`src/rtl/sdram_core_param.sv`:
```
// SDRAM command sequencer: power-up init, periodic auto-refresh and single-burst read/write.
// Define SDRAM_AUTO_PRE_EN to close rows with auto-precharge (a10 on READ/WRITE) instead of an explicit PRE.
module sdram_core_param #(
  parameter int unsigned INIT_CYC = 26600,
  parameter int unsigned T_RP     = 3,
  parameter int unsigned T_RFC    = 9,
  parameter int unsigned T_MRD    = 2,
  parameter int unsigned T_RCD    = 3,
  parameter int unsigned T_WR     = 2,
  parameter int unsigned CL       = 3,
  parameter int unsigned BL       = 4,
  parameter int unsigned REF_CYC  = 1040
) (
  input  logic       clk,
  input  logic       rst,
  input  logic       wr_req,
  input  logic       rd_req,
  output logic       wr_ack,
  output logic       rd_ack,
  output logic       wr_data_valid,
  output logic       rd_data_valid,
  output logic [3:0] cmd,
  output logic       a10,
  output logic       init_done,
  output logic       ref_ack,
  output logic       busy
);

  localparam logic [3:0] CMD_NOP   = 4'b0111;
  localparam logic [3:0] CMD_ACT   = 4'b0011;
  localparam logic [3:0] CMD_READ  = 4'b0101;
  localparam logic [3:0] CMD_WRITE = 4'b0100;
  localparam logic [3:0] CMD_PRE   = 4'b0010;
  localparam logic [3:0] CMD_AR    = 4'b0001;
  localparam logic [3:0] CMD_MRS   = 4'b0000;

  localparam logic [3:0] S_POWER_ON  = 4'd0;
  localparam logic [3:0] S_INIT_NOP  = 4'd1;
  localparam logic [3:0] S_INIT_RP   = 4'd2;
  localparam logic [3:0] S_INIT_RFC1 = 4'd3;
  localparam logic [3:0] S_INIT_RFC2 = 4'd4;
  localparam logic [3:0] S_INIT_MRD  = 4'd5;
  localparam logic [3:0] S_IDLE      = 4'd6;
  localparam logic [3:0] S_ACT_WAIT  = 4'd7;
  localparam logic [3:0] S_RD_DATA   = 4'd8;
  localparam logic [3:0] S_WR_DATA   = 4'd9;
  localparam logic [3:0] S_PRE_WAIT  = 4'd10;
  localparam logic [3:0] S_REF_WAIT  = 4'd11;

  // Cycles after the last data beat that belong to the access itself before IDLE or PRE.
`ifdef SDRAM_AUTO_PRE_EN
  localparam logic        AUTO_PRE = 1'b1;
  localparam int unsigned RD_TAIL  = T_RP - 1;
  localparam int unsigned WR_TAIL  = T_WR + T_RP;
`else
  localparam logic        AUTO_PRE = 1'b0;
  localparam int unsigned RD_TAIL  = 0;
  localparam int unsigned WR_TAIL  = T_WR;
`endif

  localparam logic [15:0] INIT_LAST = 16'(INIT_CYC - 1);
  localparam logic [15:0] RP_LAST   = 16'(T_RP - 1);
  localparam logic [15:0] RFC_LAST  = 16'(T_RFC - 1);
  localparam logic [15:0] MRD_LAST  = 16'(T_MRD - 1);
  localparam logic [15:0] RCD_LAST  = 16'(T_RCD - 1);
  localparam logic [15:0] RD_LAST   = 16'(CL + BL + RD_TAIL - 1);
  localparam logic [15:0] WR_LAST   = 16'(BL + WR_TAIL - 2);
  localparam logic [15:0] RD_LO     = 16'(RD_TAIL);
  localparam logic [15:0] RD_HI     = 16'(RD_TAIL + BL);
  localparam logic [15:0] WR_LO     = 16'(WR_TAIL);
  localparam logic [15:0] REF_LAST  = 16'(REF_CYC - 1);

  logic [3:0]  state;
  logic [15:0] cnt;
  logic [15:0] ref_timer;
  logic        ref_pending;
  logic        is_wr;

  assign busy = !(state == S_IDLE && init_done);

  // NOTE: every register here uses <= so all branches see pre-edge values; the
  // asynchronous reset sits in the sensitivity list so outputs clear without a clock.
  always_ff @(posedge clk or posedge rst) begin
    if (rst) begin
      state         <= S_POWER_ON;
      cnt           <= '0;
      is_wr         <= 1'b0;
      cmd           <= CMD_NOP;
      a10           <= 1'b0;
      wr_ack        <= 1'b0;
      rd_ack        <= 1'b0;
      ref_ack       <= 1'b0;
      wr_data_valid <= 1'b0;
      rd_data_valid <= 1'b0;
      init_done     <= 1'b0;
    end else begin
      cmd           <= CMD_NOP;
      a10           <= 1'b0;
      wr_ack        <= 1'b0;
      rd_ack        <= 1'b0;
      ref_ack       <= 1'b0;
      wr_data_valid <= 1'b0;
      rd_data_valid <= 1'b0;
      case (state)
        S_POWER_ON: begin
          cnt   <= INIT_LAST;
          state <= S_INIT_NOP;
        end
        S_INIT_NOP: begin
          if (cnt == 16'd0) begin
            cmd   <= CMD_PRE;
            a10   <= 1'b1;
            cnt   <= RP_LAST;
            state <= S_INIT_RP;
          end else cnt <= cnt - 16'd1;
        end
        S_INIT_RP, S_INIT_RFC1: begin
          if (cnt == 16'd0) begin
            cmd   <= CMD_AR;
            cnt   <= RFC_LAST;
            state <= (state == S_INIT_RP) ? S_INIT_RFC1 : S_INIT_RFC2;
          end else cnt <= cnt - 16'd1;
        end
        S_INIT_RFC2: begin
          if (cnt == 16'd0) begin
            cmd   <= CMD_MRS;
            cnt   <= MRD_LAST;
            state <= S_INIT_MRD;
          end else cnt <= cnt - 16'd1;
        end
        S_INIT_MRD: begin
          if (cnt == 16'd0) begin
            init_done <= 1'b1;
            state     <= S_IDLE;
          end else cnt <= cnt - 16'd1;
        end
        S_IDLE: begin
          if (ref_pending) begin
            cmd     <= CMD_AR;
            ref_ack <= 1'b1;
            cnt     <= RFC_LAST;
            state   <= S_REF_WAIT;
          end else if (wr_req || rd_req) begin
            cmd   <= CMD_ACT;
            is_wr <= wr_req;
            cnt   <= RCD_LAST;
            state <= S_ACT_WAIT;
          end
        end
        S_ACT_WAIT: begin
          if (cnt == 16'd0) begin
            a10 <= AUTO_PRE;
            if (is_wr) begin
              cmd           <= CMD_WRITE;
              wr_ack        <= 1'b1;
              wr_data_valid <= 1'b1;
              cnt           <= WR_LAST;
              state         <= S_WR_DATA;
            end else begin
              cmd    <= CMD_READ;
              rd_ack <= 1'b1;
              cnt    <= RD_LAST;
              state  <= S_RD_DATA;
            end
          end else cnt <= cnt - 16'd1;
        end
        S_RD_DATA, S_WR_DATA: begin
          // One counter spans latency, beats and the post-burst tail; the beat window is a count range.
          if (state == S_RD_DATA) rd_data_valid <= (cnt > RD_LO) && (cnt <= RD_HI);
          else                    wr_data_valid <= (cnt >= WR_LO);
          if (cnt == 16'd0) begin
`ifdef SDRAM_AUTO_PRE_EN
            state <= S_IDLE;
`else
            cmd   <= CMD_PRE;
            cnt   <= RP_LAST;
            state <= S_PRE_WAIT;
`endif
          end else cnt <= cnt - 16'd1;
        end
        S_PRE_WAIT, S_REF_WAIT: begin
          if (cnt == 16'd0) state <= S_IDLE;
          else              cnt   <= cnt - 16'd1;
        end
        default: state <= S_POWER_ON;
      endcase
    end
  end

  // Refresh timer: an expiry landing on the AR-issue edge re-arms the request rather than being lost.
  always_ff @(posedge clk or posedge rst) begin
    if (rst) begin
      ref_timer   <= '0;
      ref_pending <= 1'b0;
    end else if (init_done) begin
      if (ref_timer == REF_LAST) begin
        ref_timer   <= '0;
        ref_pending <= 1'b1;
      end else begin
        ref_timer <= ref_timer + 16'd1;
        if (state == S_IDLE && ref_pending) ref_pending <= 1'b0;
      end
    end
  end

endmodule

```
`config.mk`:
```
export PLATFORM = sky130hd
export DESIGN_NAME = sdram_core_param
export DESIGN_NICKNAME = d
export VERILOG_FILES = /design/src/rtl/sdram_core_param.sv
export SDC_FILE = /design/constraint.sdc
export NUM_CORES = 1
export LEC_CHECK = 0
export BUFFER_PORTS_ARGS = -buffer_cell sky130_fd_sc_hd__buf_2
export CORE_AREA = 2 2 77 79
export DETAILED_ROUTE_END_ITERATION = 10
export DIE_AREA = 0 0 79 81
export PLACE_DENSITY = 0.73
export SLEW_MARGIN = 20
export SYNTH_ARGS = -nofsm -noshare
export SYNTH_HDL_FRONTEND = slang
export SYNTH_SLANG_ARGS = --single-unit
```
`constraint.sdc`:
```
create_clock -name clk -period 3.1 [get_ports clk]
set_input_delay 0.465 -clock clk [delete_from_list [all_inputs] [get_ports clk]]
set_output_delay 0.465 -clock clk [all_outputs]
set_load 0.02 [all_outputs]
```
==> results.md <==
- Worst Path Required: 3.30 ns
- Fin Setup TNS: 0 ns
- Mapped Area: 2930 um^2
- Seq/Total Area, Yosys: 41.1%
- CORE AREA: 5680 um^2
- Hold bufs inserted after CTS: 0
- Reg2Reg Setup Slack: 0.50 ns
- Tightest Pin Transition: 0.828 ns
- I/O pin count: 16
- M3 GR Usage: 4.67%
- Clk sink count: 48
- R2r worst-path depth: 8
- CP Capture Type: flop
- Sw Ratio: 20.8%
- Most common cell after layout, fill and taps aside: dfrtp_1
- # DRC: 0
- GRT Overall Usage: 20.6%
- Largest cells by area after synthesis: dfrtp_1 38%, nor2_1 4.1%, nand2_1 3.7%, o21ai_2 3.0%, xnor2_1 3.0%
- Filler cells: 533
- P_sw: 0.229 mW
- Worst stage delay on the critical path: 0.72 ns
- Reg2reg start: cnt[0]$_DFFE_PP0P_
- Synth top area share: 38.4%
- ANT cells: 0
- Synth area leader: dfrtp_1
- CP top delay family: compound AO/OA/AOI/OAI gates
- Period utilization: 83.9%
- Antenna violations before repair: 0
- Layout cells sized above 1: 18.9%
- Drt total wl: 6.21 mm
- CTS H-Tree Depth: 2
- Worst r2r dst: cnt[14]$_DFFE_PP0P_
- Mapped Avg Cell Area: 9.52 um^2
- First drt pass iteration count: 4
- Startpoint types: flop
- Antenna Nets Post-Route: 0
- Die X-Extent: 79 um
- Yosys Warn Count: 0
- Register area: 1200 um^2
- PD cells: 352 nW/um^2
- Pre-CTS WS: 0.516 ns
- Detailed placement HPWL: 4.40 mm
- Vias in the first global route: 2155
- Die area: 6400 um^2
- Skew final: 0.00856 ns
- Initial core utilization: 51.7%
- Core Rows: 28
- Sequential share of power: 56.9%
- Worst Path Max Fanout: 16
- Most frequent cells in the layout: 45 x dfrtp_1, 32 x nor2_1, 29 x nand2_1, 16 x o21ai_0, 14 x buf_2
- Footprint of the multi-input gates: 1520 um^2
- Fin crit period: 2.60 ns
- Crit-path slowest cell: o311ai_4
- Worst-path cell chain: inv_1 -> ha_1 -> nor3b_2 -> nand4_4 -> o311ai_4 -> buf_4 -> o21ai_2 -> a22o_1
- RSZ-0062 raised after global routing: false
- Final RePlAce weighted congestion: 0.953
- Slew HR: 44.8%
- Top_reg_cell synth: dfrtp_1
- Post-synth cell types: 65
- Port Buffer Count: 14
- # resized after CTS: 0
- Final hold vios: 0
- Lkg Pwr: 1.35 nW
- Met1 global-route usage: 26.7%
- Hold crit path type: in -> async
- Final net count: 324
- Die height: 81 um
- Seq cells post-synth: 48
- Logic gate share of total power: 1.4%
- Max-cap violations: 0
- Routed len/inst: 15.8 um
- Grt ovf: 0
- Clock network power share: 41.7%
- Asr flop ratio synth: 100%
- GR Util met2: 33.8%
- CTS max path bufs: 2
- Synth Instances: 308
- CTS tree: yes
- Via Count: 2360
- Highest clock rate: 0.384 GHz
- Area grow syn2layout: 6.44%
- DR iter-0 viols: 146
- Vias per cell: 6.01
- Root Buffer: clkbuf_8
- Setup Crit Path Kind: reg -> reg
- Mapped Nets: 315
- Clk_lat worst skew: 0.31 ns
- Number of flops mapped to enable cells by yosys: 0
- Clock-pin transition on the worst setup and hold timing paths: 0.09 ns
- Final setup violation count: 0
- First-pass GRT wire length: 10.4 mm
- Worst vdd ir: 0.267 mV
- Setup Fix Bufs, Post-CTS: 0
- Pint: 0.870 mW
- Number of CTS-inserted buffers: 5
- Slew Limit Fails: 0
- Crit path buffers/inverters: 2
- Outcome: complete, no violations
- Pin count of the biggest net entering global routing: 49
- Arrival @ worst endpoint: 2.80 ns
- Worst setup margin: 0.498 ns
- GRT busiest layer: met2
flip-flops by register name, indices dropped and copies added, names as in the netlist:
signal,cells
cnt,16
ref_timer,16
state,4
cmd,3
a10,1
init_done,1
is_wr,1
rd_ack,1
rd_data_valid,1
ref_ack,1
ref_pending,1
wr_ack,1
wr_data_valid,1
power groups by stage:
stage | sequential [mW] | combinational (mW) | clock, mW
after detailed placement | 0.638 | 0.0165 | 0
after CTS | 0.626 | 0.0165 | 0.470
final | 0.626 | 0.0155 | 0.458
after floorplan | 0.638 | 0.0115 | 0
after global placement | 0.638 | 0.0161 | 0
after global routing | 0.626 | 0.0189 | 0.500
worst max path at each step:
stage	start	endpoint	slack [ns]	cells past startpoint
finish	cnt[0]$_DFFE_PP0P_	cnt[14]$_DFFE_PP0P_	0.50	8
global route	cnt[0]$_DFFE_PP0P_	cnt[15]$_DFFE_PP0P_	0.29	7
CTS	cnt[0]$_DFFE_PP0P_	cnt[14]$_DFFE_PP0P_	0.49	8
detailed placement	cnt[0]$_DFFE_PP0P_	cnt[14]$_DFFE_PP0P_	0.52	8
global placement	cnt[0]$_DFFE_PP0P_	cnt[14]$_DFFE_PP0P_	0.61	8
floorplan	cnt[0]$_DFFE_PP0P_	cnt[9]$_DFFE_PP0P_	0.92	9
cell usage after synthesis, types with 3 or more instances:
cell type,number
dfrtp_1,45
nor2_1,32
nand2_1,29
o21ai_0,16
nor3_1,13
clkbuf_1,10
inv_1,10
o21ai_2,10
xnor2_1,10
a22o_1,9
nand4_1,8
nor4_1,8
a21o_1,7
nand3_1,7
xor2_1,7
a21oi_1,6
buf_6,6
o31ai_1,4
a211oi_1,3
and2_1,3
and3_1,3
dfstp_2,3
ha_1,3
per-stage QoR:
step	cell area [um^2]	hold WS, ns	total power, mW	instances	util [%]
floorplan	2930	0.443	0.650	308	-
finish	3120	0.267	1.10	393	55.0
global placement	3000	0.475	0.654	385	52.9
detailed placement	3000	0.487	0.654	385	52.9
CTS	3120	0.395	1.11	393	55.0
global route	3120	0.349	1.14	393	55.0
routing by layer:
| metal | wire (um) | part of all wire [%] |
|---|---|---|
| met1 | 2820 | 45 |
| met2 | 3000 | 48 |
| met3 | 288 | 4.6 |
| met4 | 108 | 1.7 |
| met5 | 0 | 0 |
cell type report:
cell class / count / share of cell area [%]
flip-flops and latches: 48 / 38.6
multi-input cells: 228 / 48.8
inverters: 10 / 1.24
clock buffers: 5 / 2.20
repair buffers: 24 / 4.65
clock inverters: 3 / 1.52
well taps: 75 / 3.01
logic make-up (layout without fill, tap and decap cells):
kind of cell | count (synthesis) | after routing | share of synthesized area, %
other | 1 | 1 | 0.128
DFF | 48 | 48 | 41.1
muxes | 3 | 3 | 1.11
and+or+nand+nor | 124 | 124 | 23.1
AOI/OAI and AO/OA | 79 | 79 | 20.9
adders and majority gates | 4 | 4 | 1.62
xor gates and xnor gates | 17 | 17 | 5.08
buffers and inverters | 32 | 42 | 7.00
worst register-to-register path: cells and delay by family (launching register included):
family                   cells  cell delay (ns)
AO/OA/AOI/OAI                3             0.95
buffers and inverters        2             0.38
flip-flops                   1             0.46
AND/OR/NAND/NOR              2             0.54
adder cells (fa/ha/maj)      1             0.18
No activity file was read; power rests on OpenSTA's default activity.
